## config.mk

```make
export PLATFORM = sky130hd
export DESIGN_NAME = imem_loader
export DESIGN_NICKNAME = d
export VERILOG_FILES = /design/src/rtl/spu_loader_pkg.sv /design/src/rtl/imem_loader_byte_packer.sv /design/src/rtl/imem_loader.sv
export SDC_FILE = /design/constraint.sdc
export NUM_CORES = 1
export LEC_CHECK = 0
export CAP_MARGIN = 5
export CORE_MARGIN = 8
export CORE_UTILIZATION = 51
export DETAILED_ROUTE_END_ITERATION = 7
export GPL_TIMING_DRIVEN = 0
export PLACE_DENSITY = 0.87
export SETUP_SLACK_MARGIN = 0.15
export SLEW_MARGIN = 20
export SYNTH_ARGS = -nofsm -noshare
export SYNTH_HDL_FRONTEND = slang
export SYNTH_SLANG_ARGS = --single-unit
```

## constraint.sdc

```tcl
create_clock -name clk -period 3.2 [get_ports clk]
set_input_delay 0.8 -clock clk [delete_from_list [all_inputs] [get_ports clk]]
set_output_delay 0.8 -clock clk [all_outputs]
set_load 0.01 [all_outputs]
```

## src/rtl/spu_loader_pkg.sv

```systemverilog
// Shared constants and types for the instruction-memory loader.
package spu_loader_pkg;

    // Instruction memory depth in 32-bit words and its word-address width.
    localparam int IMEM_DEPTH = 2048;
    localparam int ADDR_W     = 11;

    // Number of header (count) bytes that precede the instruction bytes.
    localparam int HDR_LEN    = 2;

    // Loader session states.
    typedef enum logic [2:0] {
        ST_IDLE   = 3'd0,
        ST_CNT_HI = 3'd1,
        ST_CNT_LO = 3'd2,
        ST_DATA   = 3'd3,
        ST_CSUM   = 3'd4,
        ST_DONE   = 3'd5,
        ST_ERR    = 3'd6
    } loader_state_e;

endpackage

```

## src/rtl/imem_loader_byte_packer.sv

```systemverilog
// Packs a stream of bytes (most significant byte first) into 32-bit words.
// The three earlier bytes sit in a shift register and the incoming byte
// completes the word, so 'word' is valid in the same cycle 'full' is high.
module byte_packer (
    input  logic        clk,
    input  logic        reset,
    input  logic        clear,
    input  logic        push,
    input  logic [7:0]  din,
    output logic        full,
    output logic [31:0] word
);

    logic [23:0] shreg_q, shreg_d;
    logic [1:0]  idx_q, idx_d;

    // Next shift-register contents and byte index.
    always_comb begin
        shreg_d = shreg_q;
        idx_d   = idx_q;
        if (clear) begin
            shreg_d = 24'h00_0000;
            idx_d   = 2'd0;
        end else if (push) begin
            shreg_d = {shreg_q[15:0], din};
            idx_d   = idx_q + 2'd1;
        end else begin
            shreg_d = shreg_q;
            idx_d   = idx_q;
        end
    end

    // Packer state registers.
    always_ff @(posedge clk) begin
        if (reset) begin
            shreg_q <= 24'h00_0000;
            idx_q   <= 2'd0;
        end else begin
            shreg_q <= shreg_d;
            idx_q   <= idx_d;
        end
    end

    assign full = push && !clear && (idx_q == 2'd3);
    assign word = {shreg_q, din};

endmodule

```

## src/rtl/imem_loader.sv

```systemverilog
// Loads a host byte stream (count, instruction bytes, XOR checksum) into the
// instruction memory while holding the CPU in reset.
module imem_loader
    import spu_loader_pkg::*;
#(
    parameter int IMEM_DEPTH = spu_loader_pkg::IMEM_DEPTH,
    parameter int ADDR_W     = spu_loader_pkg::ADDR_W
) (
    input  logic              clk,
    input  logic              reset,
    input  logic              start,
    input  logic              byte_valid,
    input  logic [7:0]        byte_data,
    output logic              byte_ready,
    output logic              imem_we,
    output logic [ADDR_W-1:0] imem_addr,
    output logic [31:0]       imem_wdata,
    output logic              cpu_hold,
    output logic              load_done,
    output logic              load_error
);

    localparam logic [15:0]       DEPTH16  = 16'(IMEM_DEPTH);
    localparam logic [ADDR_W:0]   WL_ONE   = (ADDR_W + 1)'(1);
    localparam logic [ADDR_W-1:0] ADDR_ONE = ADDR_W'(1);
    localparam logic [ADDR_W-1:0] ADDR_MAX = {ADDR_W{1'b1}};

    loader_state_e     state_q, state_d;
    logic [7:0]        cnt_hi_q, cnt_hi_d;
    logic [ADDR_W:0]   words_left_q, words_left_d;
    logic [7:0]        csum_q, csum_d;
    logic [ADDR_W-1:0] addr_q, addr_d;
    logic [31:0]       wdata_q, wdata_d;
    logic              we_q, we_d;
    logic              ready_q, ready_d;
    logic              hold_q, hold_d;
    logic              done_q, done_d;
    logic              err_q, err_d;

    logic              xfer_s;
    logic              begin_s;
    logic              push_s;
    logic              pack_full_s;
    logic [31:0]       pack_word_s;
    logic [15:0]       count_s;

    assign xfer_s  = byte_valid && ready_q;
    assign begin_s = start && (state_q == ST_IDLE);
    assign push_s  = xfer_s && (state_q == ST_DATA);
    assign count_s = {cnt_hi_q, byte_data};

    byte_packer u_packer (
        .clk   (clk),
        .reset (reset),
        .clear (begin_s),
        .push  (push_s),
        .din   (byte_data),
        .full  (pack_full_s),
        .word  (pack_word_s)
    );

    // Session FSM with count latch, remaining-word counter and checksum.
    always_comb begin
        state_d      = state_q;
        cnt_hi_d     = cnt_hi_q;
        words_left_d = words_left_q;
        csum_d       = csum_q;
        case (state_q)
            ST_IDLE: begin
                if (begin_s) begin
                    state_d      = ST_CNT_HI;
                    cnt_hi_d     = 8'h00;
                    words_left_d = '0;
                    csum_d       = 8'h00;
                end else begin
                    state_d = ST_IDLE;
                end
            end
            ST_CNT_HI: begin
                if (xfer_s) begin
                    cnt_hi_d = byte_data;
                    state_d  = ST_CNT_LO;
                end else begin
                    state_d = ST_CNT_HI;
                end
            end
            ST_CNT_LO: begin
                if (xfer_s && (count_s >= 16'd1) && (count_s <= DEPTH16)) begin
                    words_left_d = count_s[ADDR_W:0];
                    state_d      = ST_DATA;
                end else if (xfer_s) begin
                    state_d = ST_ERR;
                end else begin
                    state_d = ST_CNT_LO;
                end
            end
            ST_DATA: begin
                if (xfer_s) begin
                    csum_d = csum_q ^ byte_data;
                end else begin
                    csum_d = csum_q;
                end
                if (pack_full_s) begin
                    words_left_d = words_left_q - WL_ONE;
                    state_d      = (words_left_q == WL_ONE) ? ST_CSUM : ST_DATA;
                end else begin
                    state_d = ST_DATA;
                end
            end
            ST_CSUM: begin
                if (xfer_s) begin
                    state_d = (byte_data == csum_q) ? ST_DONE : ST_ERR;
                end else begin
                    state_d = ST_CSUM;
                end
            end
            ST_DONE: state_d = ST_IDLE;
            ST_ERR:  state_d = ST_IDLE;
            default: state_d = ST_IDLE;
        endcase
    end

    // Next values of the registered outputs; flags follow the next state.
    always_comb begin
        we_d    = pack_full_s;
        wdata_d = pack_full_s ? pack_word_s : wdata_q;
        if (begin_s) begin
            addr_d = '0;
        end else if (we_q && (addr_q != ADDR_MAX)) begin
            addr_d = addr_q + ADDR_ONE;
        end else begin
            addr_d = addr_q;
        end
        ready_d = (state_d == ST_CNT_HI) || (state_d == ST_CNT_LO) ||
                  (state_d == ST_DATA)   || (state_d == ST_CSUM);
        hold_d  = (state_d != ST_IDLE);
        done_d  = (state_d == ST_DONE);
        if (state_d == ST_ERR) begin
            err_d = 1'b1;
        end else if (begin_s) begin
            err_d = 1'b0;
        end else begin
            err_d = err_q;
        end
    end

    // State, counter and output registers.
    always_ff @(posedge clk) begin
        if (reset) begin
            state_q      <= ST_IDLE;
            cnt_hi_q     <= 8'h00;
            words_left_q <= '0;
            csum_q       <= 8'h00;
            addr_q       <= '0;
            wdata_q      <= 32'h0000_0000;
            we_q         <= 1'b0;
            ready_q      <= 1'b0;
            hold_q       <= 1'b0;
            done_q       <= 1'b0;
            err_q        <= 1'b0;
        end else begin
            state_q      <= state_d;
            cnt_hi_q     <= cnt_hi_d;
            words_left_q <= words_left_d;
            csum_q       <= csum_d;
            addr_q       <= addr_d;
            wdata_q      <= wdata_d;
            we_q         <= we_d;
            ready_q      <= ready_d;
            hold_q       <= hold_d;
            done_q       <= done_d;
            err_q        <= err_d;
        end
    end

    assign byte_ready = ready_q;
    assign imem_we    = we_q;
    assign imem_addr  = addr_q;
    assign imem_wdata = wdata_q;
    assign cpu_hold   = hold_q;
    assign load_done  = done_q;
    assign load_error = err_q;

endmodule

```

==> impl_metrics.toml, run 1 <==
[outcome]
status = "finished clean"

[yosys]
seq_area_frac_synth_pct = 45.31
synth-seq-cells = 105
synthesis.area_um2 = 4639
yosysUniqueCellTypes = 57
synth_area_per_cell_um2 = 8.055
synth_edf_count = 0
async_flop_share_pct = 0
synth-main-ff-cell = "sky130_fd_sc_hd__dfxtp_1"
syn_inst = 576
synth_most_common_cell = "sky130_fd_sc_hd__nand2_1"
most_common_library_cells_after_synthesis = "sky130_fd_sc_hd__nand2_1 (130), sky130_fd_sc_hd__dfxtp_1 (105), sky130_fd_sc_hd__a21oi_1 (79)"
synth_nets = 592
yosys_warnings = 0
synth.area.top_cells = "sky130_fd_sc_hd__dfxtp_1 (45%), sky130_fd_sc_hd__nand2_1 (11%), sky130_fd_sc_hd__a21oi_1 (8.5%)"
netlist.top_cell.by_area = "sky130_fd_sc_hd__dfxtp_1"
synth_top_area_share_pct = 45.31

[global_route]
gr-usage-all-layers_pct = 19.24
grt_ovf = 0
grt_pass1_vias = 4201
pin_count_of_the_biggest_net_entering_global_routing = 21
antenna_found_initial = 0
grt_pass1_wl_um = 20120

[floorplan]
floorplan.die_area_um2 = 12400
die_height_um = 111.4
floorplan.die.width_um = 111.4
core_area_um2 = 9021
initial_utilization_pct = 51.43
placementRows = 35
design.portCount = 60

[placement]
port_buf_inserts = 53
dpl_worst_slack_ns = -0.2981
detailedPlacementHpwl_um = 8887
gp_congestion = 0.9194
placedInstanceArea_um2 = 5309

[setup_path]
critPathArrivalTime_ns = 3.26
critPathTopFamily = "simple AND/OR/NAND/NOR gates"
crit_path_start_kind = "input port"
reg2regPathDepth = 7
slowest_stage_cell_crit_path = "sky130_fd_sc_hd__clkdlybuf4s50_1"
timing_worst_setup_path_type = "in -> reg"
timing.critical_path.buf_inv = 2
worst-path-stages = 7
worst_setup_path_end_kind = "flop"
critPathRequiredTime_ns = 3.47
critPathMaxFanout = 10
critical_path.most_common_cell = "sky130_fd_sc_hd__or4_4"
delay_contributed_by_the_slowest_stage_of_the_critical_path_ns = 0.57
critical_path.cell_chain = "clkdlybuf4s50_1 > or4_4 > or4_4 > nand4_1 > a221o_1 > buf_4 > mux2_4"

[routing]
drc = 0
highest_metal_layer_with_signal_wires = "met4"
aggregate_routed_wire_length_um = 12300
wire_per_inst_um = 16.27
detail_route.iter0.violations = 405
vias_per_cell = 5.927
routed-wl-met2_um = 5763
routed-wl-met3_um = 1075
vias_post_dr = 4481
wire_length_on_met1_um = 5134
drt-pass1-iter-count = 5
ant_nets = 0

[clock_network]
clk_transition_reported_paths_ns = 0.12
cts_htree_levels = 3
tritoncts = "built"
cts_num_sinks = 105
cts-buffers-inserted = 9
insertion_delay_ns = 0.38
clk_root_buffer_cell = "sky130_fd_sc_hd__clkbuf_8"
ctsLongestPathBuffers = 2
post_cts_hold_fix_bufs = 0

[flow_run]
drv_cap = 0

[timing]
fin_worst_skew_ns = 0.02034
timing.fmax_mhz = 334.9
timing.slew.headroom_pct = 51.33
worst_hold_margin_ns = 0.4538
worst_slew_pin_tran_ns = 0.7240
rsz0062_at_grt = "no"
slew_violations = 0
timing.final.ws_setup_ns = 0.2141
final_min_period_over_clock_period_pct = 93.31
setup_viol = 0
fin_crit_ns = 2.986
finalHoldViolCount = 0

[worst_hold_path]
timing.hold.worst_path_depth = 2
hold_class = "reg -> reg"

[cells_and_area]
flow.area_growth_from_synthesis_pct = 18.93
insertedDiodeCount = 0
finalNetCount = 656
drive_gt1_share_pct = 6.977
layout.cell_area.non_filler_um2 = 5518

[pwr]
pwr_dens_nw_per_um2 = 419.3
power.total_w = 0.002314
power.ir.vdd_worst_mv = 0.2393
power_leakage_nw = 1.833
## flip-flops by register name, indices dropped and copies added, names as in the netlist
name and count:
state_q 3, load_error 1, u_packer.shreg_q 24, imem_addr 11, cnt_hi_q 8, words_left_q 12
imem_wdata 32, u_packer.idx_q 2, csum_q 8, load_done 1, imem_we 1, byte_ready 1
cpu_hold 1
## area by class of cell
| cell class | instances | area (um^2) |
|---|---|---|
| Buffer | 43 | 205.2 |
| Clock buffer | 9 | 123.9 |
| Clock inverter | 7 | 72.57 |
| Fill cell | 760 | 3503 |
| Inverter | 11 | 41.29 |
| Multi-Input combinational cell | 417 | 2303 |
| Sequential cell | 105 | 2102 |
| Tap cell | 111 | 138.9 |
| Timing Repair Buffer | 53 | 530.5 |
## kinds of logic after synthesis
logic type                 count (synthesis)  share of synthesized area [%]
and+or+nand+nor                          244                          24.46
muxes                                      8                          1.888
adders and majority gates                  4                          1.079
DFF                                      105                          45.31
buffers and inverters                     54                          5.313
AOI/OAI and AO/OA                        144                          18.74
xor gates and xnor gates                  17                          3.209
## report_power, final
group / internal [W] / switching, W
clock network: 0.000305 / 0.000494
registers: 0.00132 / 0.00000907
logic: 0.0000677 / 0.000123
## path summary, 6_finish.rpt
| path | endpoint | start | slack (ns) |
|---|---|---|---|
| worst min-delay path | imem_wdata[24] | u_packer.shreg_q[16] | 0.45 |
| worst max register to register | u_packer.shreg_q[14] | state_q[1] | 0.57 |
| worst min register to register | imem_wdata[24] | u_packer.shreg_q[16] | 0.45 |
| worst max-delay path | words_left_q[3] | byte_data[7] | 0.21 |
## metrics by stage
stage / cells / util, % / setup TNS [ns]
6_report: 756 / 61.17 / 0
5_1_grt: 756 / 61.17 / 0
4_1_cts: 756 / 61.10 / 0
3_5_place_dp: 740 / 58.85 / -5.670
3_3_place_gp: 740 / 58.85 / -5.215
2_1_floorplan: 576 / - / 0
## metal layers
metal | GRT usage [%] | up-vias
met5 | 0 | -
met4 | 9.067 | 0
met3 | 4.839 | 35
met2 | 30.34 | 211
met1 | 24.03 | 2114
li1 | - | 2121
## worst reg2reg max path: cells and delay by family, from the launching register on
kind | cells | cell delay (ns)
buffers and inverters | 3 | 1.19
and+or+nand+nor | 3 | 0.81
DFF | 1 | 0.40
AOI/OAI and AO/OA | 1 | 0.15
## layout by cell type, fill, tap and decap left out, drive strengths merged, types with 3 or more instances in the layout
cell type / count
a211oi: 4
a21o: 5
a21oi: 79
a22oi: 7
a32oi: 3
and2: 8
and3: 5
buf: 17
clkbuf: 35
clkdlybuf4s50: 53
clkinv: 4
dfxtp: 105
ha: 4
inv: 14
mux2: 3
mux2i: 5
nand2: 130
nand3: 11
nand3b: 4
nand4: 10
nor2: 40
nor2b: 5
nor3: 3
nor4: 5
o21ai: 21
o22ai: 3
o31ai: 9
or3: 4
or4: 10
xnor2: 16
## timing repair
| action | 4_1_cts | 5_1_grt |
|---|---|---|
| setup endpoints to repair | 19 | 0 |
| gates resized for setup | 1 | 0 |
| buffers inserted | 0 | 0 |
No activity file was read; power rests on OpenSTA's default activity.
==> run 2, diff against run 1 <==
--- a/config.mk
+++ b/config.mk
@@ -10,9 +10,10 @@
 export CORE_UTILIZATION = 51
 export DETAILED_ROUTE_END_ITERATION = 7
 export GPL_TIMING_DRIVEN = 0
-export PLACE_DENSITY = 0.87
+export PLACE_DENSITY = 0.86
 export SETUP_SLACK_MARGIN = 0.15
 export SLEW_MARGIN = 20
 export SYNTH_ARGS = -nofsm -noshare
 export SYNTH_HDL_FRONTEND = slang
+export SYNTH_HIERARCHICAL = 1
 export SYNTH_SLANG_ARGS = --single-unit
==> impl_metrics.toml, run 2 <==
[clock_network]
cts_num_sinks = 105
clk_transition_reported_paths_ns = 0.11
clk_root_buffer_cell = "sky130_fd_sc_hd__clkbuf_8"
tritoncts = "built"
ctsLongestPathBuffers = 2
cts-buffers-inserted = 9
cts_htree_levels = 3
post_cts_hold_fix_bufs = 0
insertion_delay_ns = 0.38

[global_route]
grt_pass1_vias = 4247
antenna_found_initial = 0
grt_ovf = 0
gr-usage-all-layers_pct = 20.20
pin_count_of_the_biggest_net_entering_global_routing = 22
grt_pass1_wl_um = 21230

[placement]
gp_congestion = 0.9037
detailedPlacementHpwl_um = 9222
port_buf_inserts = 59
placedInstanceArea_um2 = 5660

[yosys]
netlist.top_cell.by_area = "sky130_fd_sc_hd__dfxtp_1"
synthAdderAreaFrac_pct = 1.029
yosysUniqueCellTypes = 65
synth_top_area_share_pct = 43.23
synth_edf_count = 0
synth_top_family_by_area = "simple AND/OR/NAND/NOR gates"
synth.area.top_cells = "sky130_fd_sc_hd__dfxtp_1 (43%), sky130_fd_sc_hd__mux2i_1 (12%), sky130_fd_sc_hd__nor2_1 (7.3%)"
synth-seq-cells = 105
synth_xor_xnor_area_share_pct = 2.882
synth-compound-area-share_pct = 12.69
yosys_warnings = 6
synth_most_common_cell = "sky130_fd_sc_hd__dfxtp_1"
synth_area_per_cell_um2 = 9.054
most_common_library_cells_after_synthesis = "sky130_fd_sc_hd__dfxtp_1 (105), sky130_fd_sc_hd__nor2_1 (95), sky130_fd_sc_hd__mux2i_1 (58)"
async_flop_share_pct = 0
synthesis.area_um2 = 4862
synth-main-ff-cell = "sky130_fd_sc_hd__dfxtp_1"
seq_area_frac_synth_pct = 43.23
synth_nets = 553
synth.mux.area_fraction_pct = 11.94
synth_simple_gate_area_share_pct = 21.54
syn_inst = 537

[timing]
slew_violations = 0
timing.fmax_mhz = 320.4
final_min_period_over_clock_period_pct = 97.53
fin_worst_skew_ns = 0.01413
worst_slew_pin_tran_ns = 0.7234
rsz0062_at_grt = "yes"
fin_crit_ns = 3.121
worst_hold_margin_ns = 0.4630
setup_viol = 0
finalHoldViolCount = 0
timing.slew.headroom_pct = 51.33

[routing]
wire_per_inst_um = 17.63
routed-wl-met2_um = 6295
vias_post_dr = 4332
vias_per_cell = 5.768
wire_length_on_met1_um = 5776
ant_nets = 0
drc = 0
routed-wl-met3_um = 971
drt-pass1-iter-count = 5
highest_metal_layer_with_signal_wires = "met4"
aggregate_routed_wire_length_um = 13240
detail_route.iter0.violations = 272

[cells_and_area]
flip_flop_count_of_the_largest_register_after_layout = 32
insertedDiodeCount = 0
layout.cell_area.non_filler_um2 = 6056
final.fill_count = 732
mostFrequentLayoutCell = "sky130_fd_sc_hd__dfxtp_1"
layout_common_cells = "sky130_fd_sc_hd__dfxtp_1 (103), sky130_fd_sc_hd__nor2_1 (94), sky130_fd_sc_hd__mux2i_1 (58), sky130_fd_sc_hd__clkdlybuf4s50_1 (58), sky130_fd_sc_hd__a21oi_1 (36)"
finalNetCount = 633
post-route-util_pct = 65.54
flow.area_growth_from_synthesis_pct = 24.55
drive_gt1_share_pct = 14.79

[pwr]
power_leakage_nw = 2.064
power.ir.vdd_worst_mv = 0.2701
power.total_w = 0.002487
pwr_dens_nw_per_um2 = 410.6

[outcome]
status = "finished clean"

[setup_path]
critical_path.reg2reg.endpoint = "byte_ready"
worst_reg2reg_setup_slack_ns = 0.08
crit_path_start_kind = "flop"
critPathRequiredTime_ns = 3.46
critPathMaxFanout = 10
critical_path.startpoint = "state_q[2]"
reg2regPathDepth = 14
rr_startpoint = "state_q[2]"
timing_worst_setup_path_type = "reg -> reg"
critPathArrivalTime_ns = 3.38
worst_setup_path_end_kind = "flop"

[worst_hold_path]
worstHoldEndpoint = "cnt_hi_q[5]"
hold_class = "reg -> reg"
timing.hold.worst_path_depth = 2
hold_path_startpoint = "cnt_hi_q[5]"

[floorplan]
floorplan.die_area_um2 = 12910
initial_utilization_pct = 52.62
design.portCount = 60
die_height_um = 113.6
floorplan.die.width_um = 113.6
core_area_um2 = 9240
placementRows = 35

[flow_run]
drv_cap = 0
run 2: cell count changes after synthesis, moves of 7 or more:
cell,previous run,this run
sky130_fd_sc_hd__nand2_1,130,27
sky130_fd_sc_hd__a21oi_1,79,36
sky130_fd_sc_hd__nor3_1,3,12
sky130_fd_sc_hd__buf_6,1,11
sky130_fd_sc_hd__mux2i_1,5,58
sky130_fd_sc_hd__clkbuf_1,26,13
sky130_fd_sc_hd__o21ai_0,20,12
sky130_fd_sc_hd__a311oi_1,0,7
sky130_fd_sc_hd__nor2_1,40,95
run 2: stage by stage:
step                cells  worst slack (ns)    TNS, ns
global placement      725           -0.8833     -32.75
floorplan             537            0.1835          0
CTS                   744            0.1443          0
finish                751           0.07901          0
global route          751         -0.006554  -0.006554
detailed placement    725           -0.6800     -26.43
run 2: where the power goes:
part           total (W)  leakage, nW  internal (W)  switching [W]
Clock           0.000852        0.103      0.000316       0.000536
Combinational   0.000298         1.11      0.000120       0.000178
Sequential       0.00134        0.849       0.00132      0.0000162
Total            0.00249         2.06       0.00176       0.000730
run 2: logic make-up (layout without fill, tap and decap cells):
group	count (synthesis)	count (layout)
buf+inv	49	134
compound gates	94	94
flops	105	105
xor+xnor	16	16
fa+ha+maj	4	4
simple gates	211	211
mux	58	58
run 2: worst max-delay path, cell delays in order (launching register included):
cell                       delay (ns)
sky130_fd_sc_hd__dfxtp_4         0.37
sky130_fd_sc_hd__buf_4           0.16
sky130_fd_sc_hd__and3b_2         0.26
sky130_fd_sc_hd__nand2_1         0.08
sky130_fd_sc_hd__clkbuf_8        0.18
sky130_fd_sc_hd__inv_6           0.09
sky130_fd_sc_hd__buf_12          0.10
sky130_fd_sc_hd__buf_12          0.13
sky130_fd_sc_hd__and3b_2         0.22
sky130_fd_sc_hd__or4bb_4         0.51
sky130_fd_sc_hd__nor4_4          0.36
sky130_fd_sc_hd__buf_4           0.18
sky130_fd_sc_hd__nor3_1          0.05
sky130_fd_sc_hd__a211oi_2        0.24
sky130_fd_sc_hd__a311oi_2        0.07
run 2: worst max path at each step:
stage,cells after the start,endpoint,slack (ns)
final,14,byte_ready,0.08
after global routing,14,byte_ready,-0.007
after CTS,13,byte_ready,0.14
after detailed placement,13,byte_ready,-0.68
after global placement,9,words_left_q[0],-0.88
after floorplan,13,byte_ready,0.18
run 2: metal layers:
metal  vias up  global-route usage (%)
li1       2065                       -
met1      2089                   24.59
met2       158                   33.45
met3        20                   5.388
met4         0                   7.371
met5         -                       0
run 2: what timing repair did:
item,4_1_cts,5_1_grt
setup endpoints to repair,49,25
setup buffers,3,7
pin swaps,4,4
gates cloned,0,0
resized for setup,14,21
run 2: area by class of cell:
type | count | area [um^2] | share of cell area (%)
well taps | 129 | 161.4 | 2.665
inverters | 9 | 38.79 | 0.6405
clock buffers | 9 | 123.9 | 2.045
multi-input cells | 383 | 2544 | 42.00
flip-flops and latches | 105 | 2110 | 34.83
clock inverters | 7 | 78.83 | 1.302
plain buffers | 40 | 339.1 | 5.599
repair buffers | 69 | 660.6 | 10.91
==> run 3, diff against run 2 <==
--- a/config.mk
+++ b/config.mk
@@ -5,11 +5,13 @@
 export SDC_FILE = /design/constraint.sdc
 export NUM_CORES = 1
 export LEC_CHECK = 0
+export ABC_CLOCK_PERIOD_IN_PS = 3200
 export CAP_MARGIN = 5
 export CORE_MARGIN = 8
 export CORE_UTILIZATION = 51
 export DETAILED_ROUTE_END_ITERATION = 7
 export GPL_TIMING_DRIVEN = 0
+export HOLD_SLACK_MARGIN = 0.03
 export PLACE_DENSITY = 0.86
 export SETUP_SLACK_MARGIN = 0.15
 export SLEW_MARGIN = 20
==> results of run 3 <==
The final DEF is identical to that of run 2; final timing and power are the same.
